[config.mk]
export PLATFORM = sky130hd
export DESIGN_NAME = seq_addsub
export DESIGN_NICKNAME = d
export VERILOG_FILES = /design/src/rtl/addsub_pkg.sv /design/src/rtl/seq_addsub_seg_adder.sv /design/src/rtl/seq_addsub.sv
export SDC_FILE = /design/constraint.sdc
export NUM_CORES = 1
export LEC_CHECK = 0
export ABC_AREA = 1
export CORE_ASPECT_RATIO = 1.25
export CORE_MARGIN = 2
export CORE_UTILIZATION = 30
export CTS_BUF_LIST = sky130_fd_sc_hd__clkbuf_4 sky130_fd_sc_hd__clkbuf_8
export CTS_CLUSTER_DIAMETER = 40
export CTS_CLUSTER_SIZE = 25
export DETAILED_ROUTE_END_ITERATION = 8
export HOLD_SLACK_MARGIN = 0.08
export PLACE_DENSITY = 0.56
export SYNTH_ARGS = -nofsm -noshare
export SYNTH_HDL_FRONTEND = slang
export SYNTH_HIERARCHICAL = 1
export SYNTH_SLANG_ARGS = --single-unit
[constraint.sdc]
create_clock -name clk -period 3.4 [get_ports clk]
set_clock_uncertainty 0.05 [all_clocks]
set_input_delay 0.68 -clock clk [delete_from_list [all_inputs] [get_ports clk]]
set_output_delay 0.68 -clock clk [all_outputs]
set_load 0.005 [all_outputs]
[src/rtl/addsub_pkg.sv]
// Shared types and default sizes for the sequential adder/subtractor.
package addsub_pkg;

  // Default operand width and per-cycle segment width
  localparam int DEF_WIDTH = 32;
  localparam int DEF_SEG_W = 16;

  // Control FSM states
  typedef enum logic [1:0] {
    IDLE = 2'd0,
    RUN  = 2'd1,
    DONE = 2'd2
  } state_t;

endpackage

[src/rtl/seq_addsub_seg_adder.sv]
// Combinational SEG_W-bit adder with carry in/out; the top reuses a single
// instance for every segment of the operands.
module seg_adder #(
  parameter int SEG_W = 16
) (
  input  logic [SEG_W-1:0] a,
  input  logic [SEG_W-1:0] b,
  input  logic             cin,
  output logic [SEG_W-1:0] sum,
  output logic             cout
);

  assign {cout, sum} = {1'b0, a} + {1'b0, b} + {{SEG_W{1'b0}}, cin};

endmodule

[src/rtl/seq_addsub.sv]
// Sequential add/subtract: adds one SEG_W segment per cycle, LSB segment
// first, through one shared seg_adder. Result and flags are registered and
// only change on the cycle the last segment completes.
// Optional feature: define SEQ_ADDSUB_SAT_EN to saturate on signed overflow.
module seq_addsub
  import addsub_pkg::*;
#(
  parameter int WIDTH = DEF_WIDTH,
  parameter int SEG_W = DEF_SEG_W
) (
  input  logic             clk,
  input  logic             resetn,
  input  logic             in_valid,
  output logic             in_ready,
  input  logic [WIDTH-1:0] a,
  input  logic [WIDTH-1:0] b,
  input  logic             sub,
  output logic             out_valid,
  input  logic             out_ready,
  output logic [WIDTH-1:0] sum,
  output logic             cout,
  output logic             ovf,
  output logic             zero
);

  localparam int NSEG = WIDTH / SEG_W;
  localparam int IDXW = (NSEG > 1) ? $clog2(NSEG) : 1;
  localparam logic [IDXW-1:0] LAST_IDX = IDXW'(NSEG - 1);

  state_t            state_reg;
  logic [WIDTH-1:0]  a_reg;
  logic [WIDTH-1:0]  b_reg;      // already inverted for subtraction
  logic [WIDTH-1:0]  acc_reg;    // working sum, segments filled in over RUN
  logic              carry_reg;
  logic [IDXW-1:0]   idx_reg;
  logic [WIDTH-1:0]  sum_reg;
  logic              cout_reg;
  logic              ovf_reg;
  logic              zero_reg;

  logic [SEG_W-1:0]  a_seg [NSEG];
  logic [SEG_W-1:0]  b_seg [NSEG];
  logic [SEG_W-1:0]  seg_a;
  logic [SEG_W-1:0]  seg_b;
  logic [SEG_W-1:0]  seg_sum;
  logic              seg_cout;
  logic [WIDTH-1:0]  raw_next;
  logic [WIDTH-1:0]  sum_next;
  logic              ovf_next;
  logic              zero_next;

  // Split the operand registers into segments and merge the current
  // segment result into the working sum
  genvar gi;
  generate
    for (gi = 0; gi < NSEG; gi++) begin : g_seg
      assign a_seg[gi] = a_reg[gi*SEG_W +: SEG_W];
      assign b_seg[gi] = b_reg[gi*SEG_W +: SEG_W];
      assign raw_next[gi*SEG_W +: SEG_W] =
        (idx_reg == IDXW'(gi)) ? seg_sum : acc_reg[gi*SEG_W +: SEG_W];
    end
  endgenerate

  assign seg_a = a_seg[idx_reg];
  assign seg_b = b_seg[idx_reg];

  seg_adder #(
    .SEG_W (SEG_W)
  ) u_seg_adder (
    .a    (seg_a),
    .b    (seg_b),
    .cin  (carry_reg),
    .sum  (seg_sum),
    .cout (seg_cout)
  );

  // Signed overflow: operands of equal sign produce a result of other sign
  assign ovf_next = (a_reg[WIDTH-1] == b_reg[WIDTH-1]) &&
                    (raw_next[WIDTH-1] != a_reg[WIDTH-1]);

`ifdef SEQ_ADDSUB_SAT_EN
  // Clamp to the most positive / most negative value on overflow
  assign sum_next = !ovf_next ? raw_next :
                    (a_reg[WIDTH-1] ? {1'b1, {(WIDTH-1){1'b0}}}
                                    : {1'b0, {(WIDTH-1){1'b1}}});
`else
  assign sum_next = raw_next;
`endif

  assign zero_next = (sum_next == '0);

  // Control FSM, operand capture, segment sequencing and result registers
  always_ff @(posedge clk) begin
    if (!resetn) begin
      state_reg <= IDLE;
      a_reg     <= '0;
      b_reg     <= '0;
      acc_reg   <= '0;
      carry_reg <= 1'b0;
      idx_reg   <= '0;
      sum_reg   <= '0;
      cout_reg  <= 1'b0;
      ovf_reg   <= 1'b0;
      zero_reg  <= 1'b0;
    end else begin
      case (state_reg)
        IDLE: begin
          if (in_valid) begin
            a_reg     <= a;
            b_reg     <= b ^ {WIDTH{sub}};
            carry_reg <= sub;
            idx_reg   <= '0;
            state_reg <= RUN;
          end
        end
        RUN: begin
          acc_reg   <= raw_next;
          carry_reg <= seg_cout;
          if (idx_reg == LAST_IDX) begin
            sum_reg   <= sum_next;
            cout_reg  <= seg_cout;
            ovf_reg   <= ovf_next;
            zero_reg  <= zero_next;
            state_reg <= DONE;
          end else begin
            idx_reg <= idx_reg + 1'b1;
          end
        end
        DONE: begin
          if (out_ready) begin
            state_reg <= IDLE;
          end
        end
        default: state_reg <= IDLE;
      endcase
    end
  end

  assign in_ready  = (state_reg == IDLE);
  assign out_valid = (state_reg == DONE);
  assign sum       = sum_reg;
  assign cout      = cout_reg;
  assign ovf       = ovf_reg;
  assign zero      = zero_reg;

endmodule
==> summary.txt <==
Synthesis
  – Most common cell in the netlist: nand2_1
  – Synth top cells by count: nand2_1, nor2_1, dfxtp_1
  – Leading register cell type out of synthesis: dfxtp_1
  – Cells after synthesis: between 900 and 1k
  – Largest area contributor in the netlist: dfxtp_1
  – Mean post-synth cell area: around 7.2 µm²
  – Yosys top cell area share: between 40% and 50%
  – Mapped Nets: around 990
  – Synth Register Bits: 135
  – Post-synth EDFFs: 0
  – Netlist Area Pre-Place: 6510 µm²
  – Post-synth ARST share: 0%
  – Sequential share of the synthesized area: approximately two fifths
  – Cell variety after synth: 38
  – Yosys Warn Count: 6
  – Synth top area cells: dfxtp_1, nand2_1, nor2_1, inv_1, a21oi_1

Pwr
  – Max VDD drop: around 0.25 mV
  – P_leak: around 3.4 nW
  – Power density cells: around 500 nW/µm²

Global route
  – Global route overflow: 0
  – Vias in the first global route: 5526
  – Largest net degree at the start of global routing: between 60 and 70
  – Global Route Usage Sum: between 10% and 20%
  – Initial antenna violation count: 0
  – Global-route wire length before repair: around 28 mm

CTS
  – CTS max path bufs: 2
  – Clk pin slew, worst setup/hold paths: approximately 0.070 ns
  – Num CTS Buffers: 17
  – Post-CTS Hold Buffers: 0
  – CTS tree: built
  – H-tree depth: 4
  – Root Driver: clkbuf_8
  – Post-CTS setup buffers: 0
  – Later-pin clock latency in the skew report: between 0.4 and 0.5 ns
  – CTS sink cnt: between 100 and 150

Routing
  – Post-DR vias/cell: roughly 4.5
  – Post-DRT Antenna Nets: 0
  – Detailed Routing Iterations Pass 1: 5
  – Iter 0 DRT Violations: roughly 360
  – Total Wirelength: about 17 mm
  – DR vias: approximately 5.8k
  – DRC Markers: 0
  – Wire length per cell: around 13 µm

Critical path
  – Most common cell on crit path: nand2_1
  – CP cell instances: buf_4, nand2_1, nand2_1, fa_1, fa_1, nand2_1, nand2_1, nand3b_1, nand2_2, nand2_1, nand2_1, nand2_1, nand2_1, nor2_1, nand2_1, nand2_1, nand2_1, nor2_1, nand3_1, a21oi_1
  – R2r startpoint: idx_reg$_SDFFE_PN0P_
  – CP Capture Type: register
  – Critical path's top delay family: simple AND/OR/NAND/NOR gates
  – Worst path max stage delay: roughly 0.46 ns
  – CP Buf/Inv Count: 1
  – WP data arrival: ~3.4 ns
  – CP max stage cell: fa_1
  – R2R Setup Slk: 0.39 ns
  – Worst-path maximum fanout: 29
  – CP startpoint kind: register
  – CP required: 3.74 ns
  – R2R cell count: 20
  – Worst Setup Path Type: register to register
  – R2R Path End: zero$_SDFFE_PN0P_

Layout
  – Layout Utilization: 38.3%
  – Final-stage net count: about 1.1k
  – Area Growth Syn to Fin: 25.6%
  – Fillers: 2288
  – Share of layout cells above drive strength 1: slightly above 7%
  – Diodes inserted: 0

Min path
  – Hold path depth: 2
  – WHS Endpoint: sum[25]$_SDFFE_PN0P_
  – HP Class: register to register
  – HP Start: sum[25]$_SDFFE_PN0P_

Die
  – Initial Utilization: 30.5%
  – Die area: roughly 23000 µm²
  – I/O pin count: between 100 and 150
  – CORE AREA: roughly 21000 µm²
  – Die Y: roughly 170 µm
  – Die X: approximately 140 µm
  – Cell row count: 60

STA
  – Period utilisation layout: roughly nine tenths
  – RSZ-0062 raised after global routing: false
  – Least-Margin Pin Slew: about 0.89 ns
  – Slew margin rel.: roughly two fifths
  – Final setup viols: 0
  – Final TNS setup: 0 ns
  – Final hold violation count: 0
  – Final Slew Violations: 0
  – Tmin final: 3.01 ns
  – Max Clock Freq: roughly 330 MHz

Place
  – HPWL after DPL: roughly 13 mm
  – Placer congestion estimate: ~0.90
  – # port buffers: 105

Job
  – Maxcap violations: 0

Outcome
  – Outcome: completed
[per-layer routing]
layer | part of all wire [%] | vias to the layer above | GRT usage [%]
li1 | - | 3062 | -
met4 | 2.3 | 0 | 6.52
met3 | 3.6 | 24 | 3.23
met5 | 0 | - | 0
met2 | 49 | 133 | 26.6
met1 | 45 | 2573 | 18.9
[cell families (layout without fill, tap and decap cells)]
family                   count (synthesis)  count (layout)  synth area share, %
XOR/XNOR                                39              39                 5.24
buffers and inverters                  162             260                 10.4
adder cells (fa/ha/maj)                 17              17                 3.50
AND/OR/NAND/NOR                        346             346                 21.8
flip-flops                             135             135                 41.5
AO/OA/AOI/OAI                          209             209                 17.5
[per-stage QoR]
step / power [W] / worst slack [ns] / hold slack (ns) / cells / instance area (µm²)
after CTS: 0.00423 / 0.357 / 0.399 / 1285 / 8180
after detailed placement: 0.00273 / 0.371 / 0.388 / 1254 / 7730
after floorplan: 0.00239 / 0.487 / 0.374 / 908 / 6520
after global placement: 0.00273 / 0.435 / 0.383 / 1254 / 7730
final: 0.00419 / 0.386 / 0.395 / 1285 / 8190
after global routing: 0.00442 / 0.0445 / 0.412 / 1285 / 8190
[layout make-up]
class | instances | area, µm² | area share, %
repair buffers | 116 | 1130 | 13.8
clock inverters | 11 | 170 | 2.08
inverters | 113 | 427 | 5.21
flip-flops and latches | 135 | 2700 | 33.0
well taps | 279 | 349 | 4.26
clock buffers | 20 | 275 | 3.36
multi-input cells | 611 | 3130 | 38.3
[worst max-delay path by stage]
stage | from | to | depth (start not counted)
after floorplan | idx_reg$_SDFFE_PN0P_ | zero$_SDFFE_PN0P_ | 21
after global placement | idx_reg$_SDFFE_PN0P_ | zero$_SDFFE_PN0P_ | 19
after detailed placement | idx_reg$_SDFFE_PN0P_ | zero$_SDFFE_PN0P_ | 19
after CTS | idx_reg$_SDFFE_PN0P_ | zero$_SDFFE_PN0P_ | 19
after global routing | idx_reg$_SDFFE_PN0P_ | zero$_SDFFE_PN0P_ | 20
final | idx_reg$_SDFFE_PN0P_ | zero$_SDFFE_PN0P_ | 20
[where the power goes]
part	switching [W]	internal, W
logic	0.000564	0.000362
clock network	0.000647	0.000855
registers	0.0000600	0.00170
total	0.00127	0.00292
[worst min-delay path, delay by kind of cell, from the launching register on]
kind,cells,cell delay [ns]
AOI/OAI and AO/OA,1,0.04
DFF,1,0.31
buffers and inverters,1,0.05
[cells in the final DEF (no fill, tap or decap), types with 2 or more instances in the layout]
cell type and instances:
inv_1 106, clkdlybuf4s50_1 103, inv_2 6, nor2_2 3, nand2_1 169, fa_1 2
nand3_1 14, a21oi_1 77, o21ai_1 19, nand3_2 2, nor3_2 3, bufinv_16 4
o21ai_0 77, buf_4 10, xor2_1 23, dfxtp_1 135, xnor2_1 16, inv_6 2
clkinvlp_4 3, nor2_1 135, nand2_4 2, clkbuf_8 20, nand3b_1 3, nand2_2 8
a211oi_1 30, clkinv_2 2, or2_1 2, buf_2 2, ha_1 15, nand4_1 2
[timing repair]
action	4_1_cts	5_1_grt
gates resized for setup	0	2
hold endpoints to repair	0	0
endpoints found under the setup margin	0	1
(Power assumes the default switching activity.)
